## src/rtl/cordic_sector_unfold.sv

```systemverilog
// Output end of the CORDIC datapath: undoes the quadrant fold, wraps the angle
// into (-180,180] degrees and buffers results in a small valid/ready FIFO.
//
// Ports:
//   clk, reset        clock, asynchronous active-low reset
//   degree_in         folded angle from the pipeline, signed Q7.8 degrees
//   x_in, y_in        pipeline x/y, signed Q7.8
//   sector_in         quadrant fold amount s (0..3)
//   arctan_en_in      1 = vectoring/arctan result, 0 = rotation result
//   valid_in          pipeline word valid (no backpressure)
//   m_degree          unfolded angle, signed Q8.8 degrees
//   m_x, m_y          unfolded x/y
//   m_arctan_en       mode of head entry
//   m_valid, m_ready  output handshake
//   fifo_level        entries currently stored
//   overflow          sticky drop flag, cleared by clear_ovf
module cordic_sector_unfold #(
    parameter int DATA_WIDTH        = 16,
    parameter int DEG_IN_WIDTH      = 16,
    parameter int DEG_OUT_WIDTH     = 17,
    parameter int SECTOR_FLAG_WIDTH = 2,
    parameter int FIFO_DEPTH        = 4
) (
    input  logic                          clk,
    input  logic                          reset,
    input  logic [DEG_IN_WIDTH-1:0]       degree_in,
    input  logic [DATA_WIDTH-1:0]         x_in,
    input  logic [DATA_WIDTH-1:0]         y_in,
    input  logic [SECTOR_FLAG_WIDTH-1:0]  sector_in,
    input  logic                          arctan_en_in,
    input  logic                          valid_in,
    output logic [DEG_OUT_WIDTH-1:0]      m_degree,
    output logic [DATA_WIDTH-1:0]         m_x,
    output logic [DATA_WIDTH-1:0]         m_y,
    output logic                          m_arctan_en,
    output logic                          m_valid,
    input  logic                          m_ready,
    output logic [$clog2(FIFO_DEPTH):0]   fifo_level,
    output logic                          overflow,
    input  logic                          clear_ovf
);

    localparam int ADDR_W = $clog2(FIFO_DEPTH);
    localparam int LVL_W  = ADDR_W + 1;
    localparam int SUM_W  = 19;

    localparam logic [SUM_W-1:0] QUARTER_TURN = 19'd23040;
    localparam logic [SUM_W-1:0] HALF_TURN    = 19'd46080;
    localparam logic [SUM_W-1:0] FULL_TURN    = 19'd92160;

    // Two's-complement negate; the most negative value has no positive
    // counterpart, so it clamps to the most positive one.
    function automatic logic [DATA_WIDTH-1:0] sat_neg(
        input logic [DATA_WIDTH-1:0] v
    );
        if (v == {1'b1, {(DATA_WIDTH-1){1'b0}}})
            sat_neg = {1'b0, {(DATA_WIDTH-1){1'b1}}};
        else
            sat_neg = -v;
    endfunction

    // Add back s quarter turns, then fold anything above +180 down by a
    // full turn so the result lands in (-180,180].
    function automatic logic [DEG_OUT_WIDTH-1:0] unfold_deg(
        input logic [DEG_IN_WIDTH-1:0] d,
        input logic [1:0]              s
    );
        logic [SUM_W-1:0] ext;
        logic [SUM_W-1:0] off;
        logic [SUM_W-1:0] sum;
        ext = {{(SUM_W-DEG_IN_WIDTH){d[DEG_IN_WIDTH-1]}}, d};
        unique case (s)
            2'd0:    off = '0;
            2'd1:    off = QUARTER_TURN;
            2'd2:    off = HALF_TURN;
            default: off = QUARTER_TURN + HALF_TURN;
        endcase
        sum = ext + off;
        if ($signed(sum) > $signed(HALF_TURN))
            sum = sum - FULL_TURN;
        unfold_deg = sum[DEG_OUT_WIDTH-1:0];
    endfunction

    // ---------------- stage 1: unfold correction ----------------
    logic [1:0]               w_sector;
    logic [DATA_WIDTH-1:0]    w_x_unf;
    logic [DATA_WIDTH-1:0]    w_y_unf;
    logic [DEG_OUT_WIDTH-1:0] w_deg_unf;

    assign w_sector  = sector_in[1:0];
    assign w_deg_unf = unfold_deg(degree_in, w_sector);

    always_comb begin
        w_x_unf = x_in;
        w_y_unf = y_in;
        if (!arctan_en_in) begin
            unique case (w_sector)
                2'd0: begin
                    w_x_unf = x_in;
                    w_y_unf = y_in;
                end
                2'd1: begin
                    w_x_unf = sat_neg(y_in);
                    w_y_unf = x_in;
                end
                2'd2: begin
                    w_x_unf = sat_neg(x_in);
                    w_y_unf = sat_neg(y_in);
                end
                default: begin
                    w_x_unf = y_in;
                    w_y_unf = sat_neg(x_in);
                end
            endcase
        end
    end

    logic                     r_s1_valid;
    logic                     r_s1_mode;
    logic [DEG_OUT_WIDTH-1:0] r_s1_deg;
    logic [DATA_WIDTH-1:0]    r_s1_x;
    logic [DATA_WIDTH-1:0]    r_s1_y;

    always_ff @(posedge clk or negedge reset) begin
        if (!reset) begin
            r_s1_valid <= 1'b0;
            r_s1_mode  <= 1'b0;
            r_s1_deg   <= '0;
            r_s1_x     <= '0;
            r_s1_y     <= '0;
        end else begin
            r_s1_valid <= valid_in;
            if (valid_in) begin
                r_s1_mode <= arctan_en_in;
                r_s1_deg  <= w_deg_unf;
                r_s1_x    <= w_x_unf;
                r_s1_y    <= w_y_unf;
            end
        end
    end

    // ---------------- stage 2: output FIFO ----------------
    logic                     r_mem_mode [FIFO_DEPTH];
    logic [DEG_OUT_WIDTH-1:0] r_mem_deg  [FIFO_DEPTH];
    logic [DATA_WIDTH-1:0]    r_mem_x    [FIFO_DEPTH];
    logic [DATA_WIDTH-1:0]    r_mem_y    [FIFO_DEPTH];

    logic [ADDR_W-1:0]        r_wr;
    logic [ADDR_W-1:0]        r_rd;
    logic [LVL_W-1:0]         r_level;
    logic                     r_ovf;

    logic                     r_m_valid;
    logic                     r_m_mode;
    logic [DEG_OUT_WIDTH-1:0] r_m_deg;
    logic [DATA_WIDTH-1:0]    r_m_x;
    logic [DATA_WIDTH-1:0]    r_m_y;

    logic                     w_push;
    logic                     w_pop;
    logic                     w_full;
    logic                     w_drop;
    logic                     w_wr_en;
    logic [ADDR_W-1:0]        w_rd_nxt;
    logic [LVL_W-1:0]         w_avail;
    logic [LVL_W-1:0]         w_level_nxt;

    assign w_push      = r_s1_valid;
    assign w_pop       = r_m_valid & m_ready;
    assign w_full      = (r_level == LVL_W'(FIFO_DEPTH));
    assign w_drop      = w_push & w_full & ~w_pop;
    assign w_wr_en     = w_push & ~w_drop;
    assign w_rd_nxt    = r_rd + ADDR_W'(w_pop);
    // Entries that were already stored before this edge and survive it;
    // only these may be presented, so a fresh push shows up one cycle later.
    assign w_avail     = r_level - LVL_W'(w_pop);
    assign w_level_nxt = r_level + LVL_W'(w_wr_en) - LVL_W'(w_pop);

    always_ff @(posedge clk or negedge reset) begin
        if (!reset) begin
            for (int i = 0; i < FIFO_DEPTH; i++) begin
                r_mem_mode[i] <= 1'b0;
                r_mem_deg[i]  <= '0;
                r_mem_x[i]    <= '0;
                r_mem_y[i]    <= '0;
            end
            r_wr      <= '0;
            r_rd      <= '0;
            r_level   <= '0;
            r_ovf     <= 1'b0;
            r_m_valid <= 1'b0;
            r_m_mode  <= 1'b0;
            r_m_deg   <= '0;
            r_m_x     <= '0;
            r_m_y     <= '0;
        end else begin
            if (w_wr_en) begin
                r_mem_mode[r_wr] <= r_s1_mode;
                r_mem_deg[r_wr]  <= r_s1_deg;
                r_mem_x[r_wr]    <= r_s1_x;
                r_mem_y[r_wr]    <= r_s1_y;
                r_wr             <= r_wr + 1'b1;
            end
            r_rd    <= w_rd_nxt;
            r_level <= w_level_nxt;

            // A drop in the same cycle as a clear keeps the flag set.
            if (w_drop)
                r_ovf <= 1'b1;
            else if (clear_ovf)
                r_ovf <= 1'b0;

            // The slot at w_rd_nxt was written on an earlier edge, and a
            // simultaneous write can only land on the slot being popped.
            r_m_valid <= (w_avail != '0);
            if (w_avail != '0) begin
                r_m_mode <= r_mem_mode[w_rd_nxt];
                r_m_deg  <= r_mem_deg[w_rd_nxt];
                r_m_x    <= r_mem_x[w_rd_nxt];
                r_m_y    <= r_mem_y[w_rd_nxt];
            end
        end
    end

    assign m_valid     = r_m_valid;
    assign m_arctan_en = r_m_mode;
    assign m_degree    = r_m_deg;
    assign m_x         = r_m_x;
    assign m_y         = r_m_y;
    assign fifo_level  = r_level;
    assign overflow    = r_ovf;

endmodule
```

## config.mk

```make
export PLATFORM = sky130hd
export DESIGN_NAME = cordic_sector_unfold
export DESIGN_NICKNAME = d
export VERILOG_FILES = /design/src/rtl/cordic_sector_unfold.sv
export SDC_FILE = /design/constraint.sdc
export NUM_CORES = 1
export LEC_CHECK = 0
export BUFFER_PORTS_ARGS = -buffer_cell sky130_fd_sc_hd__buf_2
export CAP_MARGIN = 0
export CORE_UTILIZATION = 30
export CTS_CLUSTER_DIAMETER = 80
export CTS_CLUSTER_SIZE = 14
export DETAILED_ROUTE_END_ITERATION = 8
export GPL_TIMING_DRIVEN = 0
export PLACE_DENSITY = 0.47
export SLEW_MARGIN = 20
export SYNTH_ARGS = -nofsm -noshare
export SYNTH_HDL_FRONTEND = slang
export SYNTH_SLANG_ARGS = --single-unit
```

## constraint.sdc

```tcl
create_clock -name clk -period 3.65 [get_ports clk]
set_input_delay 0.5475 -clock clk [delete_from_list [all_inputs] [get_ports clk]]
set_output_delay 0.5475 -clock clk [all_outputs]
set_load 0.01 [all_outputs]
```

==> results.cfg <==
[outcome]
outcome = completed

[hold_path]
hold_path_depth = 1
min_path_type = input pin to register

[clock_network]
htreeDepth = 1
clk_transition_reported_paths_ns = 0.07
clk-insertion-delay-late_ns = 0.54
cts_tree = done
cts_sinks = 310
cts-root-buf = clkbuf_16
cts_buffer_depth = 3
cts_buffers = 26

[critical_path]
crit_chain = clkbuf_4 > ha_4 > clkbuf_8 > buf_8 > clkbuf_8 > or2_4 > ha_1 > o21ai_0 > o21a_1 > nand3b_1 > o211a_1 > o31ai_1 > a32oi_2 > and3_1 > a211o_1
path_class = input pin to register
cp_max_fo = 10
path_common_cell = clkbuf_8
critPathCaptureType = register
required_ns = 4.08
arrival_ns = 3.99
startpoint_type = input pin
r2r_cells = 7
critical_path.max_stage_delay_ns = 0.59
slowest_stage = o31ai_1

[timing]
finalSetupTns_ns = 0
final.setup.worst_slack_ns = 0.0863
fmax_ghz = 0.281
slew_viol_final = 0
rsz0062_at_grt = no
fin_crit_sh_pct = 97.6
finalCriticalPeriod_ns = 3.56
finalHoldViolations = 0
setup_violations = 0
worstMarginPinSlew_ns = 1.06
fin_skew_ns = 0.00852
relSlewSlack_pct = 29.0

[cells_and_area]
fin_area_um2 = 17800
syn2layout_area_growth_pct = 15.1
diodes = 0
drive_gt1_share_pct = 34.7
regArea_um2 = 7760
multi_input_area_um2 = 7310
final_nets = 1460
fillers = 5055
final_util_pct = 35.3

[route]
ant_nets = 0
drc = 0
wirelength_um = 42400
vias_per_cell = 5.09
drt_iter0_drc = 613
vias = 10438
wire_per_inst_um = 20.7
first_pass_iters = 5

[logic_synthesis]
synth_area_per_cell_um2 = 12.5
ys.flop_type = dfrtp_1
synth_edf_count = 0
synth_seq_area_share_pct = 50.2
synth-seq-cells = 310
synthArstFlopShare_pct = 100
synth.net_count = 1325
syn_inst = 1241
yosysWarnings = 0
yosysUniqueCellTypes = 63
syn_area_um2 = 15500

[power]
power_mw = 14.0
power_density_nw_per_um2 = 788
peakVddDrop_mv = 0.370
total_leakage_power_nw = 7.56

[floorplanning]
dieArea_um2 = 52400
rows = 82
core-area_um2 = 50500
die_h_um = 229
ios = 111
dieWidth_um = 229
start_util_pct = 30.6

[placement]
portBuffers = 96
place.gp.congestion = 0.909
place_worst_setup_slack_ns = -0.923
hpwl_um = 31000
postPlaceCellArea_um2 = 17000

[global_route]
grt_pass1_wl_um = 66300
antenna_found_initial = 1
grt_pass1_vias = 10552
gr-total-overflow = 0
grt_use_total_pct = 16.3
grt_max_degree = 84

[run]
cap_violations = 0
-- stage by stage --
| stage | hold WS, ns | std cells |
|---|---|---|
| 6_report | 0.182 | 2049 |
| 5_1_grt | 0.172 | 2049 |
| 4_1_cts | 0.175 | 2042 |
| 3_5_place_dp | 0.468 | 2012 |
| 3_3_place_gp | 0.458 | 2009 |
| 2_1_floorplan | 0.252 | 1241 |
-- report_power, final --
part           total (mW)  internal [mW]  switching (mW)
combinational        5.70           3.27            2.44
clock                2.51           1.31            1.20
sequential           5.81           4.99           0.822
total                14.0           9.56            4.46
-- cell type report --
class	instances	area share, %
Buffer	91	2.21
Inverter	38	0.823
Sequential cell	310	43.6
Multi-Input combinational cell	800	41.1
Tap cell	672	4.72
Clock inverter	2	0.0914
Clock buffer	27	3.80
Timing Repair Buffer	109	3.67
-- path summary, 6_finish.rpt --
path,startpoint,to,slack (ns)
worst max-delay path,sector_in[0],r_s1_deg[14],0.09
worst min-delay path,valid_in,r_s1_valid,0.18
worst max register to register,m_valid,r_mem_mode[2],0.57
worst min register to register,r_mem_deg[30],r_mem_deg[30],0.48
max in group asynchronous,reset,r_mem_deg[49],1.82
min in group asynchronous,reset,r_mem_x[54],0.57
-- sequential cells by signal, indices dropped and copies added, names as in the netlist, 16 cells and up --
signal / flops
r_mem_y: 64
m_y: 16
m_degree: 17
r_mem_deg: 68
m_x: 16
r_s1_deg: 17
r_s1_x: 16
r_s1_y: 16
r_mem_x: 64
-- layer usage --
metal | vias up | track usage, % | share of wire [%]
met1 | 5359 | 23.8 | 48
met3 | 47 | 1.56 | 3.7
met2 | 223 | 25.8 | 46
met5 | - | 0 | 0
li1 | 4809 | - | -
met4 | 0 | 4.02 | 1.9
-- logic make-up after synthesis --
group                      count (synthesis)  share of synthesized area [%]
DFF                                      310                           50.2
muxes                                    309                           26.1
AOI/OAI and AO/OA                        224                           9.53
and+or+nand+nor                          204                           6.59
buffers and inverters                    132                           3.29
xor gates and xnor gates                  34                           1.93
adders and majority gates                 28                           2.36
-- synth_stat cells (13+ instances only) --
| library cell | instances | share of area [%] |
|---|---|---|
| a21o_1 | 13 | 0.63 |
| a21oi_1 | 62 | 2.0 |
| a221oi_1 | 22 | 1.2 |
| and3_1 | 19 | 0.77 |
| buf_1 | 23 | 0.56 |
| clkbuf_1 | 66 | 1.6 |
| dfrtp_1 | 310 | 50 |
| ha_1 | 26 | 2.1 |
| inv_1 | 38 | 0.92 |
| mux2_2 | 254 | 19 |
| mux4_2 | 50 | 7.3 |
| nand2_1 | 61 | 1.5 |
| nor2_1 | 60 | 1.5 |
| nor3_1 | 16 | 0.52 |
| o21ai_0 | 60 | 1.9 |
| xnor2_1 | 30 | 1.7 |
-- timing repair --
action	CTS	global route
endpoints found under the setup margin	6	6
pin swaps	1	4
gates cloned	1	0
endpoints found under the hold margin	32	0
hold buffers	1	0
buffers inserted	0	9
gates resized for setup	3	6
-- worst max-delay path: cells and delay by family --
kind,cells,cell delay [ns]
buf+inv,4,0.59
compound gates,6,1.58
simple gates,3,0.67
fa+ha+maj,2,0.59
-- placed cells by master (no fill, tap or decap), drive strengths merged, types with 18 or more instances in the layout --
cell    netlist  routed
dfrtp       310     310
mux2        254     254
buf          27     134
clkbuf       67      92
nand2        62      62
a21oi        62      62
o21ai        62      62
nor2         60      60
mux4         50      50
inv          38      38
xnor2        30      30
ha           26      26
a221oi       23      23
and3         19      19
nor3         18      18
Note: power is estimated with default switching activity, not from simulation.
